$ cat config.mk
export PLATFORM = sky130hd
export DESIGN_NAME = udp_frame_builder
export DESIGN_NICKNAME = d
export VERILOG_FILES = /design/src/rtl/eth_pkg.sv /design/src/rtl/eth_ip_checksum.sv /design/src/rtl/udp_frame_builder.sv
export SDC_FILE = /design/constraint.sdc
export NUM_CORES = 1
export LEC_CHECK = 0
export ABC_AREA = 1
export CORE_MARGIN = 2
export CORE_UTILIZATION = 67
export CTS_CLUSTER_DIAMETER = 100
export DETAILED_ROUTE_END_ITERATION = 12
export PLACE_DENSITY = 0.87
export SKIP_LAST_GASP = 1
export SYNTH_ARGS = -nofsm -noshare
export SYNTH_HDL_FRONTEND = slang
export SYNTH_SLANG_ARGS = --single-unit
$ cat constraint.sdc
create_clock -name Clk -period 9.7 [get_ports Clk]
set_clock_uncertainty 0.15 [all_clocks]
set_input_delay 2.91 -clock Clk [delete_from_list [all_inputs] [get_ports Clk]]
set_output_delay 2.91 -clock Clk [all_outputs]
set_load 0.03 [all_outputs]
$ cat src/rtl/eth_pkg.sv
// Shared constants, types and helpers for the Ethernet/IPv4/UDP frame path.
//  - eth_udp_length_width : width of the UDP payload length field
//  - header length constants, EtherType / protocol codes, minimum frame length
//  - udp_fb_state_e       : frame builder FSM states
//  - ones_fold()          : folds a 20-bit one's-complement sum down to 16 bits
package eth_pkg;

    localparam int eth_udp_length_width = 16;

    localparam int ETH_HDR_LEN       = 14;
    localparam int IPV4_HDR_LEN      = 20;
    localparam int UDP_HDR_LEN       = 8;
    localparam int ETH_MIN_FRAME_LEN = 60;

    localparam logic [15:0] ETHERTYPE_IPV4 = 16'h0800;
    localparam logic [7:0]  IP_PROTO_UDP   = 8'h11;

    // Number of 16-bit words summed for the IPv4 header checksum.
    localparam int CSUM_WORDS = 10;

    // Frame byte position must cover 42 header bytes plus a 16-bit payload length.
    localparam int FRAME_POS_WIDTH = 17;

    typedef logic [eth_udp_length_width-1:0] udp_len_t;
    typedef logic [FRAME_POS_WIDTH-1:0]      frame_pos_t;

    typedef enum logic [2:0] {
        S_IDLE,
        S_CSUM,
        S_HEADER,
        S_PAYLOAD,
        S_PAD
    } udp_fb_state_e;

    // Two end-around-carry folds. After the first fold the value is at most 0x1000E, so the
    // second fold cannot carry out again.
    function automatic logic [15:0] ones_fold(input logic [19:0] acc);
        logic [16:0] s1;
        logic [15:0] s2;
        s1 = {1'b0, acc[15:0]} + {13'd0, acc[19:16]};
        s2 = s1[15:0] + {15'd0, s1[16]};
        return s2;
    endfunction

endpackage

$ cat src/rtl/eth_ip_checksum.sv
// Serial IPv4 header checksum: one 16-bit word per cycle into a 20-bit accumulator.
// Ports:
//  Clk, Rst_n : clock, asynchronous active-low reset
//  start      : clears the accumulator and word count
//  word       : 16-bit header word
//  valid      : add word this cycle
//  csum       : inverted folded sum of the words accumulated so far
//  done       : all CSUM_WORDS words have been accumulated
module eth_ip_checksum
    import eth_pkg::*;
(
    input  logic        Clk,
    input  logic        Rst_n,
    input  logic        start,
    input  logic [15:0] word,
    input  logic        valid,
    output logic [15:0] csum,
    output logic        done
);

    logic [19:0] acc_q;
    logic [3:0]  cnt_q;

    always_ff @(posedge Clk or negedge Rst_n) begin
        if (!Rst_n) begin
            acc_q <= '0;
            cnt_q <= '0;
        end else if (start) begin
            acc_q <= '0;
            cnt_q <= '0;
        end else if (valid) begin
            acc_q <= acc_q + {4'd0, word};
            cnt_q <= cnt_q + 4'd1;
        end
    end

    assign csum = ~ones_fold(acc_q);
    assign done = (cnt_q == 4'(CSUM_WORDS));

endmodule

$ cat src/rtl/udp_frame_builder.sv
// Wraps a byte-wide UDP payload stream into an Ethernet II / IPv4 / UDP frame (no FCS).
// A 42-byte header with computed IPv4 checksum is prepended; UDP checksum is sent as 0.
// Ports:
//  Clk, Rst_n    : clock, asynchronous active-low reset
//  Udp_length    : payload byte count, sampled on the first Udp_valid of a frame
//  Udp_data/Udp_valid/Udp_last/Udp_ready : payload stream in
//  Mac_data/Mac_valid/Mac_last/Mac_ready : frame stream out
//  Length_error  : one-cycle pulse when Udp_last disagrees with Udp_length (once per frame)
// Configuration:
//  UDP_FRAME_MIN_PAD_EN : when defined, short frames are zero-padded up to 60 bytes.
module udp_frame_builder
    import eth_pkg::*;
#(
    parameter logic [47:0] DST_MAC  = 48'hFFFF_FFFF_FFFF,
    parameter logic [47:0] SRC_MAC  = 48'h0200_0000_0001,
    parameter logic [31:0] SRC_IP   = 32'hC0A8_0001,
    parameter logic [31:0] DST_IP   = 32'hC0A8_0002,
    parameter logic [15:0] SRC_PORT = 16'd5000,
    parameter logic [15:0] DST_PORT = 16'd5001,
    parameter logic [7:0]  IP_TTL   = 8'd64
) (
    input  logic                            Clk,
    input  logic                            Rst_n,
    input  logic [eth_udp_length_width-1:0] Udp_length,
    input  logic [7:0]                      Udp_data,
    input  logic                            Udp_valid,
    input  logic                            Udp_last,
    output logic                            Udp_ready,
    output logic [7:0]                      Mac_data,
    output logic                            Mac_valid,
    output logic                            Mac_last,
    input  logic                            Mac_ready,
    output logic                            Length_error
);

    localparam int         HdrLen     = ETH_HDR_LEN + IPV4_HDR_LEN + UDP_HDR_LEN;
    localparam frame_pos_t HdrLastPos = frame_pos_t'(HdrLen - 1);
    localparam frame_pos_t PadLastPos = frame_pos_t'(ETH_MIN_FRAME_LEN - 1);
    localparam frame_pos_t CsumWords  = frame_pos_t'(CSUM_WORDS);

    udp_fb_state_e state_q;
    udp_len_t      len_q;
    logic [15:0]   ip_id_q;
    logic [15:0]   csum_q;
    // Byte position within the frame; doubles as the checksum word index in S_CSUM.
    frame_pos_t    pos_q;
    udp_len_t      pay_cnt_q;
    logic          err_seen_q;
    logic          len_err_q;

    logic [15:0]   ip_total_len;
    logic [15:0]   udp_total_len;
    logic [15:0]   csum_word;
    logic          csum_start;
    logic          csum_valid;
    logic [15:0]   csum_val;
    logic          csum_done;
    logic [335:0]  hdr_vec;
    logic [335:0]  hdr_shift;
    udp_len_t      pay_next;
    logic          len_mismatch;
    logic          pad_pending;

    assign ip_total_len  = len_q + 16'(IPV4_HDR_LEN + UDP_HDR_LEN);
    assign udp_total_len = len_q + 16'(UDP_HDR_LEN);

    assign csum_start = (state_q == S_IDLE) && Udp_valid;
    assign csum_valid = (state_q == S_CSUM) && (pos_q < CsumWords);

    always_comb begin
        csum_word = 16'h0000;
        case (pos_q[3:0])
            4'd0:    csum_word = 16'h4500;
            4'd1:    csum_word = ip_total_len;
            4'd2:    csum_word = ip_id_q;
            4'd3:    csum_word = 16'h4000;
            4'd4:    csum_word = {IP_TTL, IP_PROTO_UDP};
            4'd5:    csum_word = 16'h0000;
            4'd6:    csum_word = SRC_IP[31:16];
            4'd7:    csum_word = SRC_IP[15:0];
            4'd8:    csum_word = DST_IP[31:16];
            4'd9:    csum_word = DST_IP[15:0];
            default: csum_word = 16'h0000;
        endcase
    end

    eth_ip_checksum u_csum (
        .Clk   (Clk),
        .Rst_n (Rst_n),
        .start (csum_start),
        .word  (csum_word),
        .valid (csum_valid),
        .csum  (csum_val),
        .done  (csum_done)
    );

    // Whole header as one vector, byte 0 in the top bits; selected by shifting left.
    assign hdr_vec = {DST_MAC, SRC_MAC, ETHERTYPE_IPV4, 8'h45, 8'h00, ip_total_len, ip_id_q,
                      16'h4000, IP_TTL, IP_PROTO_UDP, csum_q, SRC_IP, DST_IP, SRC_PORT,
                      DST_PORT, udp_total_len, 16'h0000};
    assign hdr_shift = hdr_vec << {pos_q[5:0], 3'b000};

    assign pay_next     = pay_cnt_q + 1'b1;
    assign len_mismatch = Udp_last ? (pay_next != len_q) : (pay_next == len_q);

`ifdef UDP_FRAME_MIN_PAD_EN
    // pos_q is the position of the byte being sent; frame is short if pos_q+1 < 60.
    assign pad_pending = ((pos_q + 1'b1) < frame_pos_t'(ETH_MIN_FRAME_LEN));
`else
    assign pad_pending = 1'b0;
`endif

    always_ff @(posedge Clk or negedge Rst_n) begin
        if (!Rst_n) begin
            state_q    <= S_IDLE;
            len_q      <= '0;
            ip_id_q    <= '0;
            csum_q     <= '0;
            pos_q      <= '0;
            pay_cnt_q  <= '0;
            err_seen_q <= 1'b0;
            len_err_q  <= 1'b0;
        end else begin
            len_err_q <= 1'b0;
            unique case (state_q)
                S_IDLE: begin
                    // First payload byte is only observed here, consumed later in S_PAYLOAD.
                    if (Udp_valid) begin
                        len_q      <= Udp_length;
                        pos_q      <= '0;
                        err_seen_q <= 1'b0;
                        state_q    <= S_CSUM;
                    end
                end
                S_CSUM: begin
                    if (pos_q < CsumWords) begin
                        pos_q <= pos_q + 1'b1;
                    end else if (csum_done) begin
                        csum_q  <= csum_val;
                        pos_q   <= '0;
                        state_q <= S_HEADER;
                    end
                end
                S_HEADER: begin
                    if (Mac_ready) begin
                        pos_q <= pos_q + 1'b1;
                        if (pos_q == HdrLastPos) begin
                            pay_cnt_q <= '0;
                            state_q   <= S_PAYLOAD;
                        end
                    end
                end
                S_PAYLOAD: begin
                    if (Udp_valid && Mac_ready) begin
                        pos_q     <= pos_q + 1'b1;
                        pay_cnt_q <= pay_next;
                        if (len_mismatch && !err_seen_q) begin
                            len_err_q  <= 1'b1;
                            err_seen_q <= 1'b1;
                        end
                        if (Udp_last) begin
                            if (pad_pending) begin
                                state_q <= S_PAD;
                            end else begin
                                state_q <= S_IDLE;
                                ip_id_q <= ip_id_q + 16'd1;
                            end
                        end
                    end
                end
                S_PAD: begin
                    if (Mac_ready) begin
                        if (pos_q == PadLastPos) begin
                            state_q <= S_IDLE;
                            ip_id_q <= ip_id_q + 16'd1;
                        end else begin
                            pos_q <= pos_q + 1'b1;
                        end
                    end
                end
                default: state_q <= S_IDLE;
            endcase
        end
    end

    // Payload is a zero-latency pass-through, so the stream outputs are decoded from state.
    always_comb begin
        Udp_ready = 1'b0;
        Mac_valid = 1'b0;
        Mac_data  = 8'h00;
        Mac_last  = 1'b0;
        unique case (state_q)
            S_HEADER: begin
                Mac_valid = 1'b1;
                Mac_data  = hdr_shift[335:328];
            end
            S_PAYLOAD: begin
                Mac_valid = Udp_valid;
                Mac_data  = Udp_data;
                Udp_ready = Mac_ready;
                Mac_last  = Udp_last && !pad_pending;
            end
            S_PAD: begin
                Mac_valid = 1'b1;
                Mac_last  = (pos_q == PadLastPos);
            end
            default: begin
                Mac_valid = 1'b0;
            end
        endcase
    end

    assign Length_error = len_err_q;

endmodule

# After elaboration in Yosys (flattened, before gate mapping)
# Index checks and enable logic that the tools add are counted.
op_classes:
  add_sub_neg: 9
  multipliers: 0
  div: 0
  n_lt_le_gt_ge: 1
  n_eq_ne: 29
  n_shift: 1
  n_mux: 44
  bitwise: 2
  n_reduce_logical: 21
op_table:
  columns: ["cell", "n"]
  rows:
  - ["left shift 336 x 9 -> 336 bit", 1]
  - ["one-hot mux 16 bit (8 select lines)", 1]
  - ["2-to-1 mux 17 bit", 7]
  - ["2-to-1 mux 16 bit", 7]
  - ["one-hot mux 17 bit (5 select lines)", 1]
  - ["one-hot mux 16 bit (2 select lines)", 2]
  - ["2-to-1 mux 20 bit", 2]
  - ["equality test 17 x 6 -> 1 bit, second input constant", 2]
  - ["adder 16 x 1 -> 16 bit, second input constant", 2]
  - ["2-to-1 mux 3 bit", 9]
  - ["inequality test 2 bit, second input constant", 11]
  - ["adder 20 x 16 -> 20 bit", 1]
  - ["adder 16 x 4 -> 17 bit", 1]
  - ["adder 17 x 1 -> 17 bit, second input constant", 1]
  - ["< comparator 17 x 4 -> 1 bit, second input constant", 1]
  - ["adder 16 x 1 -> 16 bit", 1]
  - ["adder 16 x 4 -> 16 bit, second input constant", 1]
  - ["adder 16 x 5 -> 16 bit, second input constant", 1]
  - ["equality test 16 bit", 1]
  - ["inequality test 16 bit", 1]
  - ["inverter 16 bit", 1]
  - ["one-hot mux 8 bit (2 select lines)", 1]
  - ["one-hot mux 3 bit (5 select lines)", 1]
  - ["equality test 4 x 3 -> 1 bit, second input constant", 3]
  - ["other kinds (25)", 47]
word_totals:
  ff_bits: 110
  latch_bits: 0
  mem_bits_rw: 0
  romBits: 0
  output_inout_bits: 12
  elab_cells: 117
  mem_count: 0

# Logic depth before layout (Yosys ltp)
depth:
  ltp_word: 7
  mapped_depth: 26

# Hierarchy
# From an unflattened synthesis, not the netlist that was laid out.
hier_totals:
  cells_unflattened: 1355
  hier_area_um2: 9265.1
by_module_without_submodules:
  columns: ["module", "instances", "cells_per_inst", "area_per_inst_um2", "seq_area_each_um2"]
  rows:
  - ["udp_frame_builder", 1, 875, 6343.6, 2127.0]
  - ["eth_ip_checksum", 1, 480, 2921.6, 600.6]

# Worst setup path before layout
# Ideal clock, no wire load.
synth_timing:
  kind: "in2out"
  from: "in Udp_data[2]"
  to: "out Mac_data[2]"
  t_arrival_ns: 3.282
  required_time_ns: 6.640
  path_slack_ns: 3.358
  path_stages: 2
  path_buffers: 0
  path_cell_list: "nand2_1 o21ai_0"
synth_via:
  elab_chain_cells: 1
synth_lines:
  columns: ["item", "line_no", "rtl"]
  rows:
  - ["start, declared", "udp_frame_builder.sv:25", "input logic [7:0] Udp_data,"]
  - ["one-hot mux 8 bit (2 select lines)", "udp_frame_builder.sv:192", "unique case (state_q)"]
  - ["end, declared", "udp_frame_builder.sv:29", "output logic [7:0] Mac_data,"]
# No other way between the ends.

# Final worst setup path
layout_timing:
  from: "in Udp_last"
  to: "out Mac_last"
layout_via:
  elab_chain_cells: 1
layout_lines:
  columns: ["item", "line_no", "rtl"]
  rows:
  - ["start, declared", "udp_frame_builder.sv:27", "input logic Udp_last,"]
  - ["one-hot mux 1 bit (2 select lines)", "udp_frame_builder.sv:192", null]
  - ["end, declared", "udp_frame_builder.sv:31", "output logic Mac_last,"]
# No other way between the ends.

==> flow_metrics.tcl <==
set metrics [dict create \
    min_from "ip_id_q[15]" \
    timing.final.crit_share_pct 76.6 \
    hold_end "ip_id_q[15]" \
    hold_depth 1 \
    crit_slowest_cell "clkdlybuf4s50_1" \
    cts_root_buf "clkbuf_16" \
    grt_start_max_net_pins 63 \
    leakage_uw 0.00429 \
    fin_ws_ns 2.27 \
    start_util_pct 68.2 \
    finalHoldViolCount 0 \
    grt_overflow 0 \
    fp.dieH_um 117 \
    nets 1299 \
    final_layout_size_suffix_gt1_share_pct 8.93 \
    cp_max_fo 4 \
    finalCriticalPeriod_ns 7.43 \
    critPathBufInv 3 \
    fillers 1021 \
    hold_buffers 0 \
    crit_top_cell "clkdlybuf4s50_1" \
    worst_ep_required_time_ns 6.64 \
    cts_resized 0 \
    r2r-start "pos_q[0]" \
    dp_hpwl_um 18700 \
    dp_slack_ns 2.30 \
    cpPeakStageDelay_ns 0.67 \
    synth_top_area_share_pct 31.8 \
    synth_area_um2 8570 \
    hold_class "reg -> reg" \
    post_cts_buffers 0 \
    drv_slew 0 \
    grt_usage_pct 36.9 \
    synth_cells 1196 \
    cts_buffers 9 \
    fin_total_pwr_uw 2560 \
    yosys.area.top_type "dfrtp_1" \
    cp_top_family "buffers and inverters" \
    setup_viol 0 \
    core-area_um2 12600 \
    final_cell_mix "nand2_1 (317), inv_1 (125), dfrtp_1 (109), o21ai_0 (88), nor2_1 (81)" \
    reg2regPathDepth 23 \
    grt_antenna_before_repair 0 \
    fmax_mhz 135 \
    gp_routability_congestion 0.988 \
    area_growth_syn_to_layout_pct 9.77 \
    final_common_cell "nand2_1" \
    pwr_density_cell_nw_per_um2 272 \
    clkTransAtPathRegs_ns 0.07 \
    yosysUniqueCellTypes 60 \
    fin_area_um2 9400 \
    worst_pin_slew_ns 1.05 \
    grt_pass1_wl_um 38800 \
    dieArea_um2 13700 \
    vias 8468 \
    ios 41 \
    cts_tree "built" \
    ys_ff_latch 109 \
    n_antenna_cell 0 \
    regToRegEndpoint "u_csum.acc_q[14]" \
    wl_per_cell_um 17.5 \
    route.antenna.remaining_nets 0 \
    timing.max_cap.violations 0 \
    placed_area_um2 9070 \
    path_class "in -> out" \
    avgSynthCellArea_um2 7.16 \
    port_buffers 40 \
    critPathCaptureType "primary output" \
    slew-limit-headroom_pct 29.8 \
    die_x_um 117 \
    clk_latency_ns 0.37 \
    drt_iter0_drc 831 \
    rows 41 \
    grt_pass1_vias 7819 \
    wl_um 24600 \
    ir_worst_vdd_mv 0.186 \
    seq_area_frac_synth_pct 31.8 \
    drtPass1Iterations 6 \
    cts_buffer_depth 2 \
    drc 0 \
    start_kind "input port" \
    clock-sinks 109 \
    yosys-top-cells-area "dfrtp_1 (32%), nand2_1 (14%), ha_1 (6.0%)" \
    cts_htree_levels 3 \
    ff2ff_setup_slack_ns 4.89 \
    synth.net_count 1268 \
    ys_warn_count 0 \
    cp_cell_sequence "clkdlybuf4s50_1, nand2_1, inv_1, clkdlybuf4s50_1" \
    outcome "finished clean" \
    via_per_inst 6.03 \
    tns_ns 0 \
    critPathArrivalTime_ns 4.37 \
    grt_setup_unrepaired "false" \
]
worst max path at each step:
stage / depth (start not counted) / start / to / slack (ns)
after floorplan: 2 / Udp_data[2] / Mac_data[2] / 3.36
after global placement: 4 / Udp_last / Mac_last / 2.32
after detailed placement: 4 / Udp_last / Mac_last / 2.30
after CTS: 4 / Udp_last / Mac_last / 2.28
after global routing: 4 / Udp_last / Mac_last / 2.21
final: 4 / Udp_last / Mac_last / 2.27
state kept, by name, indices dropped and copies added (netlist names):
name and count:
csum_q 16, u_csum.cnt_q 4, state_q 2, len_q 16, ip_id_q 16, err_seen_q 1
Length_error 1, pay_cnt_q 16, pos_q 17, u_csum.acc_q 20
cell families after synthesis:
kind of cell	Yosys count	share of synthesized area [%]
AND/OR/NAND/NOR	581	30.9
buffers and inverters	168	7.83
flip-flops	109	31.8
XOR/XNOR	48	4.99
adder cells (fa/ha/maj)	43	6.46
AO/OA/AOI/OAI	247	18.0
synth_stat cells (all sizes together):
master,count
o21ai,103
and2,1
a31oi,13
a22oi,4
nand3b,1
a22o,1
o221ai,12
nor3,29
nand4,22
xor2,44
xnor2,4
o21bai,3
buf,14
or2,6
dfrtp,109
a32oi,1
o211ai,8
o31ai,1
ha,41
fa,2
a311oi,1
nor2,101
a211oi,3
a221oi,2
nand3,83
o2111ai,7
and3,1
a221o,1
clkbuf,8
o21a,2
nand2,331
a21oi,58
inv,142
clkinv,4
o22ai,24
a21boi,3
nor4,6
power by group:
group | switching (uW) | leakage [uW] | internal [uW]
sequential | 158 | 0.00144 | 558
combinational | 966 | 0.00269 | 459
clock | 180 | 0.000156 | 235
total | 1300 | 0.00429 | 1250
stage by stage:
stage | utilization (%) | hold WS [ns] | instances
after global routing | 74.8 | 0.347 | 1404
after global placement | 72.2 | 0.307 | 1388
after CTS | 74.8 | 0.326 | 1404
after detailed placement | 72.2 | 0.310 | 1388
after floorplan | - | 0.292 | 1196
final | 74.8 | 0.327 | 1404
layer usage:
layer	global-route usage [%]	up-vias	wire length [um]
met5	0	-	0
met2	61.3	371	11500
met3	7.05	75	1810
met4	14.7	0	932
li1	-	4090	-
met1	47.7	3932	10300
worst reg2reg max path, delay by kind of cell, from the launching register on:
family                   cells  cell delay, ns
flip-flops                   1            0.55
buffers and inverters        5            0.98
AND/OR/NAND/NOR             11            1.23
adder cells (fa/ha/maj)      3            0.94
AO/OA/AOI/OAI                4            0.86
layout make-up:
cell class / instances / area [um2] / share of cell area, %
Multi-Input combinational cell: 919 / 5170 / 55.0
Sequential cell: 109 / 2730 / 29.0
Inverter: 146 / 548 / 5.83
Timing Repair Buffer: 42 / 413 / 4.39
Clock buffer: 10 / 239 / 2.54
Tap cell: 172 / 215 / 2.29
Clock inverter: 6 / 92.6 / 0.985
Note: power is estimated with default switching activity, not from simulation.
